<file path="src/rtl/instr_sequencer.sv">
// Program sequencer: fetches instructions from a 1-cycle-latency BRAM and hands
// each one to the DSP instruction controller over the start/valid handshake.
module instr_sequencer #(
  parameter int I_WIDTH  = 32,
  parameter int PC_WIDTH = 6,
  parameter int TIMEOUT  = 63
) (
  input  logic                clk_i,
  input  logic                rst_ni,
  input  logic                run_i,
  input  logic [PC_WIDTH-1:0] prog_len_i,
  output logic                imem_en_o,
  output logic [PC_WIDTH-1:0] imem_addr_o,
  input  logic [I_WIDTH-1:0]  imem_data_i,
  output logic                ctrl_start_o,
  output logic [I_WIDTH-1:0]  ctrl_instr_o,
  input  logic                ctrl_valid_i,
  output logic                busy_o,
  output logic                done_o,
  output logic                timeout_o,
  output logic [PC_WIDTH-1:0] pc_o
);

  // state   | meaning
  // IDLE    | waiting for a run_i rising edge, pc held at 0
  // FETCH   | BRAM read of imem[pc]
  // LOAD    | BRAM data returns, captured into ctrl_instr_o
  // ISSUE   | start high, waiting for controller valid
  // RELEASE | start low, waiting for controller valid to drop
  // DONE    | program complete, waiting for run_i low
  // ERROR   | handshake timed out, waiting for run_i low
  typedef enum logic [2:0] {
    S_IDLE, S_FETCH, S_LOAD, S_ISSUE, S_RELEASE, S_DONE, S_ERROR
  } state_t;

  localparam int TW = $clog2(TIMEOUT + 1);

  state_t              state_q, state_n;
  logic                run_q;
  logic                abort_q;
  logic [PC_WIDTH-1:0] pc_q;
  logic [PC_WIDTH-1:0] len_q;
  logic [TW-1:0]       tmo_q;
  logic                tmo_hit;
  logic                last_instr;

  // The wait expires on the edge that would bring the count to TIMEOUT, so the
  // error state is entered exactly TIMEOUT cycles after the wait began.
  assign tmo_hit    = (tmo_q == TW'(TIMEOUT - 1));
  assign last_instr = (pc_q == len_q - PC_WIDTH'(1));

  always_comb begin
    state_n = state_q;
    case (state_q)
      S_IDLE:
        if (run_i && !run_q) state_n = (prog_len_i == '0) ? S_DONE : S_FETCH;
      S_FETCH:
        state_n = run_i ? S_LOAD : S_IDLE;
      S_LOAD:
        state_n = run_i ? S_ISSUE : S_IDLE;
      S_ISSUE:
        if (ctrl_valid_i)  state_n = S_RELEASE;
        else if (tmo_hit)  state_n = S_ERROR;
      S_RELEASE:
        if (!ctrl_valid_i) begin
          if (abort_q || !run_i) state_n = S_IDLE;
          else if (last_instr)   state_n = S_DONE;
          else                   state_n = S_FETCH;
        end else if (tmo_hit) begin
          state_n = S_ERROR;
        end
      S_DONE, S_ERROR:
        if (!run_i) state_n = S_IDLE;
      default:
        state_n = S_IDLE;
    endcase
  end

  always_ff @(posedge clk_i or negedge rst_ni) begin
    if (!rst_ni) begin
      state_q      <= S_IDLE;
      run_q        <= 1'b0;
      abort_q      <= 1'b0;
      pc_q         <= '0;
      len_q        <= '0;
      tmo_q        <= '0;
      ctrl_instr_o <= '0;
      imem_en_o    <= 1'b0;
      ctrl_start_o <= 1'b0;
      busy_o       <= 1'b0;
      done_o       <= 1'b0;
      timeout_o    <= 1'b0;
    end else begin
      state_q <= state_n;
      run_q   <= run_i;

      if (state_q == S_IDLE && state_n != S_IDLE) len_q <= prog_len_i;

      if (state_n == S_IDLE)
        pc_q <= '0;
      else if (state_q == S_RELEASE && state_n == S_FETCH)
        pc_q <= pc_q + PC_WIDTH'(1);

      // A drop of run_i mid-handshake is remembered so the handshake can finish.
      if (state_n == S_IDLE)
        abort_q <= 1'b0;
      else if ((state_q == S_ISSUE || state_q == S_RELEASE) && !run_i)
        abort_q <= 1'b1;

      if ((state_n == S_ISSUE && state_q != S_ISSUE) ||
          (state_n == S_RELEASE && state_q != S_RELEASE))
        tmo_q <= '0;
      else if ((state_q == S_ISSUE || state_q == S_RELEASE) && tmo_q < TW'(TIMEOUT))
        tmo_q <= tmo_q + TW'(1);

      if (state_q == S_LOAD) ctrl_instr_o <= imem_data_i;

      imem_en_o    <= (state_n == S_FETCH);
      ctrl_start_o <= (state_n == S_ISSUE);
      busy_o       <= !(state_n == S_IDLE || state_n == S_DONE || state_n == S_ERROR);
      done_o       <= (state_n == S_DONE);
      timeout_o    <= (state_n == S_ERROR);
    end
  end

  assign imem_addr_o = pc_q;
  assign pc_o        = pc_q;

endmodule

</file>
<file path="config.mk">
export PLATFORM = sky130hd
export DESIGN_NAME = instr_sequencer
export DESIGN_NICKNAME = d
export VERILOG_FILES = /design/src/rtl/instr_sequencer.sv
export SDC_FILE = /design/constraint.sdc
export NUM_CORES = 1
export LEC_CHECK = 0
export CAP_MARGIN = 20
export CORE_ASPECT_RATIO = 1.75
export CORE_MARGIN = 3
export CORE_UTILIZATION = 50
export DETAILED_ROUTE_END_ITERATION = 12
export HOLD_SLACK_MARGIN = 0.02
export PLACE_DENSITY = 0.89
export SETUP_SLACK_MARGIN = 0.05
export SLEW_MARGIN = 20
export SYNTH_ARGS = -nofsm -noshare
export SYNTH_HDL_FRONTEND = slang
export SYNTH_SLANG_ARGS = --single-unit
</file>
<file path="constraint.sdc">
create_clock -name clk_i -period 3.55 [get_ports clk_i]
set_input_delay 0.5325 -clock clk_i [delete_from_list [all_inputs] [get_ports clk_i]]
set_output_delay 0.5325 -clock clk_i [all_outputs]
set_load 0.02 [all_outputs]
</file>
# ---- After elaboration in Yosys (flattened, before gate mapping)
# Index checks and enable logic that the tools add are counted.
dict set report totals {
  wordCells 71
  input_bits 42
  regBits 60
}
dict set report classes {
  magnitude_cmp 1
  n_reduce_logical 23
  n_addsub 3
  mux 17
  n_eq_ne 15
}
# operator count
set op_table {}
lappend op_table {{$mux W3} 8}
lappend op_table {{$mux W6} 4}
lappend op_table {{$eq A3 B3 Y1 const B} 6}
lappend op_table {{$pmux W3 S6} 1}
lappend op_table {{$add A6 B1 Y6 const B} 2}
lappend op_table {{$eq A3 B2 Y1 const B} 3}
lappend op_table {{$logic_and A1 B1 Y1} 7}
lappend op_table {{$eq A3 B1 Y1 const B} 2}
lappend op_table {{$eq A6 B6 Y1} 1}
lappend op_table {{$eq A6 B6 Y1 const B} 1}
lappend op_table {{$logic_not A3 Y1} 2}
lappend op_table {{$logic_not A6 Y1} 1}
lappend op_table {{$lt A6 B6 Y1 const B} 1}
lappend op_table {{$reduce_bool A2 Y1} 3}
lappend op_table {{$sub A6 B1 Y6 const B} 1}
lappend op_table {{$logic_or A1 B1 Y1} 5}
lappend op_table {{$mux W2} 2}
lappend op_table {{$logic_not A1 Y1} 3}
lappend op_table {{$ne A3 B2 Y1 const B} 1}
lappend op_table {{$ne A3 B3 Y1 const B} 1}
lappend op_table {{$reduce_bool A3 Y1} 1}
lappend op_table {{$mux W1} 2}
lappend op_table {{$reduce_or A2 Y1} 1}

# ---- Depth between registers and ports, before layout
# Gate-level depths: netlist of the first run.
dict set report logic_depth {
  word_depth 10
  ltp_mapped 10
  mapped_depth_nobuf 8
}

# ---- Least setup slack after synthesis of the first run
# No wires, ideal clock.
dict set report synth_path {
  path_type {reg2reg}
  from {register len_q[0]}
  to {register pc_q[4] (netlist: imem_addr_o[4])}
  setup_slack_ps 1602
  stages_incl_launch_ff 11
  setup_time_ps 138
  path_buffers 2
  required_time_ps 3412
  t_arrival_ps 1810
  path_cell_list {dfrtp_1 > inv_1 > ha_1 > and3b_1 > nor3_1 > o31ai_1 > a31oi_1 > buf_6 > and2_1 > buf_2 > o221ai_1}
}
dict set report synth_between {
  elab_chain_cells 9
  word_cells_on_any_way 11
}
# item line
set synth_lines {}
lappend synth_lines {{start: declaration} 42} ;# logic [PC_WIDTH-1:0] len_q;
lappend synth_lines {{start signal: assignment} 97} ;# if (state_q == S_IDLE && state_n != S_IDLE) len_q <= prog_len_i;
lappend synth_lines {{$sub A6 B1 Y6 (*)} 50} ;# assign last_instr = (pc_q == len_q - PC_WIDTH'(1));
lappend synth_lines {{$eq A6 B6 Y1 (*)} 50}
lappend synth_lines {{$mux W3 (*)} 67} ;# else if (last_instr) state_n = S_DONE;
lappend synth_lines {{$mux W3 (*)} 66} ;# if (abort_q || !run_i) state_n = S_IDLE;
lappend synth_lines {{$mux W3 (*)} 65} ;# if (!ctrl_valid_i) begin
lappend synth_lines {{$pmux W3 S6 (*)} 54} ;# case (state_q)
lappend synth_lines {{$eq A3 B1 Y1} 101} ;# else if (state_q == S_RELEASE && state_n == S_FETCH)
lappend synth_lines {{$logic_and A1 B1 Y1} 101}
lappend synth_lines {{$reduce_bool A2 Y1 (no source line)} --}
lappend synth_lines {{end signal: assignment} 102} ;# pc_q <= pc_q + PC_WIDTH'(1);
lappend synth_lines {{end: declaration} 41} ;# logic [PC_WIDTH-1:0] pc_q;
# Every way passes the cells marked *; elsewhere a longest branch is shown, timed or not.
# A chain may end at the register's enable or synchronous reset.

# ---- Final worst setup path of the first run
dict set report layout_path {
  from {input port run_i}
  to {register tmo_q[1]}
}
dict set report layout_between {
  elab_chain_cells 9
  word_cells_on_any_way 17
}
# item line
set layout_lines {}
lappend layout_lines {{start: declaration} 10} ;# input logic run_i,
lappend layout_lines {{$logic_not A1 Y1} 66}
lappend layout_lines {{$logic_or A1 B1 Y1} 66}
lappend layout_lines {{$mux W3} 66}
lappend layout_lines {{$mux W3} 65}
lappend layout_lines {{$pmux W3 S6 (*)} 54}
lappend layout_lines {{$eq A3 B2 Y1 / $eq A3 B3 Y1 (equally long branches)} {110, 111}}
lappend layout_lines {{$logic_and A1 B1 Y1, on equally long branches} {110, 111}}
lappend layout_lines {{$logic_or A1 B1 Y1 (*)} 110} ;# if ((state_n == S_ISSUE && state_q != S_ISSUE) ||
lappend layout_lines {{$mux W6 / $reduce_bool A2 Y1 (equally long branches)} --}
lappend layout_lines {{end signal: assignment} 114} ;# tmo_q <= tmo_q + TW'(1);
lappend layout_lines {{end: declaration} 43} ;# logic [TW-1:0] tmo_q;
# Marked as above.

==> results.yml, run 1 <==
outcome:
  status: "complete, no violations"
cts:
  hold_buffers: 0
  path_clk_slew_ps: 60
  cts-resized-gates: 0
  clk_latency_ps: 340
  cts_max_level: 3
  root_buffer: "clkbuf_8"
  cts_setup_buffers: 0
  numCtsBuffers: 9
  clock-sinks: 60
  clockBufferDepth: 2
  cts_tree: "done"
sta:
  max_freq_mhz: 390
  setup_tns_ps: 0
  hold_violations: 0
  worstMarginPinSlew_ps: 831
  slew_headroom_pct: 44.6
  fin_ws_ps: 985
  fin_worst_skew_ps: 7.08
  final_max_slew_viol_count: 0
  grt_setup_unrepaired: "no"
  fin_crit_sh_pct: 72.2
  period_minus_slack_ps: 2560
  setup_violations: 0
route:
  via_count: 2132
  dr.first_iter.drc_count: 67
  postRouteAntennaNets: 0
  drt_first_pass_iters: 4
  wire_per_inst_microns: 16.3
  vias_per_cell: 5.28
  wl_microns: 6570
  drc: 0
flow_run:
  max-cap-violations: 0
layout:
  syn_to_final_growth_pct: 38.5
  post-route-util_pct: 73.5
  instances_no_fill: 404
  nNetsFinal: 371
  diodes: 0
  drive_gt1_share_pct: 19.7
min_path:
  min_path_type: "primary input to async pin"
die:
  start_util_pct: 53.0
  core-area_sq_um: 5390
  die_area_sq_um: 6690
  io_pins: 91
  fp.dieH_microns: 106
  rows: 35
  die_x_microns: 63.1
setup_path:
  end_kind: "register"
  slowest_delay_ps: 640
  required_ps: 3750
  r2r_setup_slack_ps: 1100
  cp_slowest_cell: "clkdlybuf4s50_1"
  rr_startpoint: "len_q[0]$_DFFE_PN0P_"
  arrival_ps: 2760
  reg2reg_depth: 8
  r2r-end: "imem_addr_o[5]$_DFFE_PN0P_"
  path_max_fanout: 11
  crit_chain: "clkdlybuf4s50_1 > nor3b_1 > nand4_1 > o311ai_1 > a31oi_1 > o32ai_2 > a211oi_1"
  crit_path_start_kind: "primary input"
  critPathKind: "primary input to register"
grt:
  grt_antenna_before_repair: 0
  grt.overflow.total: 0
  grt_pass1_wl_microns: 10400
  grtUsageTotal_pct: 20.4
  grt_max_degree: 39
  grt_pass1_vias: 2090
logic_synthesis:
  yosysWarnings: 0
  synth_seq_cells: 60
  syn_inst: 238
  synth_fp_nets: 284
  netlist_area_sq_um: 2860
  avgSynthCellArea_sq_um: 12.0
  synth_cell_type_count: 45
  yosys_most_used_dff: "dfrtp_1"
  synth_edf_count: 0
  ys_async_sr_fraction_pct: 100
  yosysSeqAreaShare_pct: 52.6
pwr:
  p_total_mw: 3.38
  p_per_area_nw_per_um2: 853
  vdd_ir_drop_max_v: 0.000488
  leakage_nw: 1.67
placed_design:
  place_inst: 388
  post-dp-hpwl_microns: 5070
  finalWeightedCongestion: 0.802
  io_buffers: 90
  dp_slack_ps: 660
[Yosys cell counts, types with 2 or more instances]
cell type,number,area [sq um]
ha_1,4,50.1
buf_2,8,40.0
o21ai_0,2,10.0
xnor2_1,9,78.8
o31ai_1,2,15.0
xor2_1,6,52.6
and2_1,3,18.8
nand4_1,7,43.8
inv_1,12,45.0
a31oi_1,3,18.8
nor2_1,16,60.1
dfrtp_1,60,1500
o221ai_1,2,17.5
mux2_2,39,439
and3_1,7,43.8
nand2b_1,3,18.8
a21oi_1,2,10.0
nor2b_1,2,12.5
nor3b_1,2,15.0
nor3_1,4,20.0
nor4_1,2,12.5
nand2_1,4,15.0
a22oi_1,2,15.0
buf_4,7,52.6
nand3_1,10,50.1
[registers in the layout, summed over array words and instances, names as in the netlist, 3 cells and up]
signal and flops:
ctrl_instr_o 32, imem_addr_o 6, len_q 6, state_q 3, tmo_q 6
[power by group]
group          total [mW]  internal (mW)  leakage, nW  switching, mW
Sequential           1.19          0.974        0.745          0.212
Combinational        1.59          0.824        0.826          0.762
Clock               0.604          0.328        0.104          0.276
[cell type report]
type / instances / area [sq um]
flip-flops and latches: 60 / 1500
repair buffers: 92 / 911
well taps: 74 / 92.6
clock inverters: 7 / 75.1
clock buffers: 9 / 124
fillers: 385 / 1430
multi-input cells: 150 / 1210
inverters: 12 / 45.0
[cells in the final DEF, fill, tap and decap left out, drive strengths merged, types with 2 or more instances in the layout]
master and n:
a211oi 2, a21oi 2, a22oi 2, a31oi 4, and2 3, and3 7, buf 3, clkbuf 9
clkdlybuf4s50 89, clkinv 4, dfrtp 60, ha 4, inv 14, mux2 39, nand2 4, nand2b 3
nand3 10, nand4 7, nor2 16, nor2b 2, nor3 5, nor3b 2, nor4 2, o21ai 2
o221ai 2, o311ai 2, o31ai 2, xnor2 9, xor2 6
[critical path, delay by kind of cell]
family / cells / cell delay, ps
and+or+nand+nor: 2 / 620
AOI/OAI and AO/OA: 4 / 960
buffers and inverters: 1 / 640
[kinds of logic (layout without fill, tap and decap cells)]
group / Yosys count / in the layout / synth area share (%)
flops: 60 / 60 / 52.6
mux: 40 / 40 / 15.7
xor+xnor: 15 / 15 / 4.60
simple gates: 66 / 66 / 12.7
compound gates: 25 / 25 / 7.40
fa+ha+maj: 4 / 4 / 1.75
buf+inv: 28 / 120 / 5.21
[layer usage]
| metal | vias to the layer above | GRT usage (%) | wire length [microns] |
|---|---|---|---|
| li1 | 1020 | - | - |
| met1 | 1043 | 21.3 | 2320 |
| met2 | 57 | 38.7 | 3850 |
| met3 | 12 | 4.23 | 278 |
| met4 | 0 | 8.06 | 130 |
| met5 | - | 0 | 0 |
[through the flow]
stage | hold WS (ps) | instance area (sq um)
after global routing | 348 | 3960
after floorplan | 237 | 2860
after global placement | 488 | 3760
after CTS | 309 | 3960
final | 300 | 3960
after detailed placement | 495 | 3760
[worst max-delay path by stage]
stage / start / end / slack (ps)
global route: run_i / tmo_q[1]$_DFFE_PN0P_ / 760
floorplan: len_q[0]$_DFFE_PN0P_ / imem_addr_o[4]$_DFFE_PN0P_ / 1600
CTS: run_i / tmo_q[1]$_DFFE_PN0P_ / 1020
detailed placement: run_i / tmo_q[1]$_DFFE_PN0P_ / 660
global placement: run_i / tmo_q[1]$_DFFE_PN0P_ / 750
finish: run_i / tmo_q[1]$_DFFE_PN0P_ / 990
Power figures use the tool's default switching activity.
==> run 2: changes to the inputs <==
- CORE_UTILIZATION: 50 -> 46
- PLACE_DENSITY: 0.89 -> 0.84
- clock period: 3.55 -> 2.6 ns (I/O delays scaled with it)
==> results.yml, run 2 (synthesized netlist as in run 1, its figures left out) <==
cts:
  clockBufferDepth: 2
  cts_tree: "done"
  root_buffer: "clkbuf_8"
  clk_latency_ps: 340
  cts-resized-gates: 0
  numCtsBuffers: 9
  path_clk_slew_ps: 70
  cts_max_level: 3
  clock-sinks: 60
  cts_setup_buffers: 0
  hold_buffers: 0
route:
  drt_first_pass_iters: 4
  met3_length_microns: 255
  drt-met1-wl_microns: 2500
  wire_per_inst_microns: 17.3
  dr_wl_met2_microns: 4230
  wl_microns: 7170
  maxUsedRoutingLayer: "met4"
  vias_per_cell: 5.31
  via_count: 2198
  postRouteAntennaNets: 0
  dr.first_iter.drc_count: 150
  drc: 0
setup_path:
  path_max_fanout: 10
  slowest_delay_ps: 430
  critPathTopFamily: "simple AND/OR/NAND/NOR gates"
  path_buf_inv: 2
  cp_slowest_cell: "dfrtp_1"
  crit_chain: "inv_1 > ha_1 > and3b_1 > nor3_1 > o31ai_1 > a31oi_1 > buf_4 > and2_1 > o221ai_1"
  crit_path_start_kind: "register"
  critPathKind: "register to register"
  end_kind: "register"
  arrival_ps: 2410
  required_ps: 2800
  r2r_setup_slack_ps: 390
sta:
  timing.hold.ws_ps: 75.5
  setup_violations: 0
  fin_crit_sh_pct: 85.0
  final_max_slew_viol_count: 0
  slew_headroom_pct: 55.8
  max_freq_mhz: 453
  fin_worst_skew_ps: 10.1
  hold_violations: 0
  setup_tns_ps: 0
  worstMarginPinSlew_ps: 662
  grt_setup_unrepaired: "no"
  period_minus_slack_ps: 2210
layout:
  syn_to_final_growth_pct: 41.6
  num-fill-cells: 433
  final_cell_mix: "89 x clkdlybuf4s50_1, 60 x dfrtp_1, 39 x mux2_2"
  ff_latch_area_sq_um: 1500
  drive_gt1_share_pct: 20.8
  multiInputGateArea_sq_um: 1210
  post-route-util_pct: 67.7
  diodes: 0
  mostFrequentLayoutCell: "clkdlybuf4s50_1"
  nNetsFinal: 378
  top_register: "ctrl_instr_o"
  largest_reg_flops: 32
pwr:
  p_per_area_nw_per_um2: 1190
  vdd_ir_drop_max_v: 0.000729
  leakage_nw: 1.72
min_path:
  min_path_type: "primary input to async pin"
grt:
  grt_max_degree: 33
  grt.overflow.total: 0
  grt_antenna_before_repair: 0
  grt_pass1_wl_microns: 11100
  grt_pass1_vias: 2209
  grtUsageTotal_pct: 20.6
die:
  core-area_sq_um: 5970
  rows: 37
  io_pins: 91
  die_area_sq_um: 7230
  start_util_pct: 47.8
  die_x_microns: 65.6
  fp.dieH_microns: 110
outcome:
  status: "complete, no violations"
flow_run:
  max-cap-violations: 0
placed_design:
  post-dp-hpwl_microns: 5430
  finalWeightedCongestion: 0.859
  io_buffers: 90
run 2: layer usage:
| metal | GRT usage (%) | vias up |
|---|---|---|
| met1 | 21.8 | 1072 |
| met4 | 9.35 | 0 |
| met5 | 0 | - |
| li1 | - | 1036 |
| met3 | 3.65 | 17 |
| met2 | 38.8 | 73 |
run 2: final timing paths:
kind | startpoint | end | depth (start not counted)
max | len_q[0]$_DFFE_PN0P_ | imem_addr_o[4]$_DFFE_PN0P_ | 9
min | rst_ni | ctrl_instr_o[20]$_DFFE_PN0N_ | 1
max in group asynchronous | rst_ni | len_q[5]$_DFFE_PN0P_ | 2
min reg2reg | ctrl_instr_o[18]$_DFFE_PN0N_ | ctrl_instr_o[18]$_DFFE_PN0N_ | 1
min in group clk_i | ctrl_instr_o[18]$_DFFE_PN0N_ | ctrl_instr_o[18]$_DFFE_PN0N_ | 1
max reg2reg | len_q[0]$_DFFE_PN0P_ | imem_addr_o[4]$_DFFE_PN0P_ | 9
run 2: worst register-to-register path: cells and delay by family, from the launching register on:
kind | cells | cell delay (ps)
AOI/OAI and AO/OA | 3 | 510
buffers and inverters | 2 | 260
and+or+nand+nor | 3 | 630
adders and majority gates | 1 | 240
DFF | 1 | 430
run 2: final cells by class:
type	instances	share of cell area [%]
clock inverters	4	1.83
well taps	78	2.41
multi-input cells	150	29.9
flip-flops and latches	60	37.1
inverters	12	1.11
clock buffers	11	3.50
repair buffers	99	24.1
run 2: stage by stage:
| stage | worst slack [ps] | power, mW | instances | area (sq um) |
|---|---|---|---|---|
| floorplan | 652 | 2.96 | 238 | 2860 |
| global placement | 281 | 3.80 | 399 | 3830 |
| detailed placement | 192 | 3.89 | 399 | 3830 |
| CTS | 386 | 4.83 | 414 | 4040 |
| global route | 161 | 5.06 | 414 | 4040 |
| finish | 391 | 4.80 | 414 | 4040 |
run 2: power by group:
part           internal, mW  switching [mW]  total, mW  leakage, nW
combinational          1.17            1.09       2.26        0.865
clock                 0.561           0.356      0.916        0.109
sequential             1.33           0.296       1.63        0.745
total                  3.06            1.74       4.80         1.72
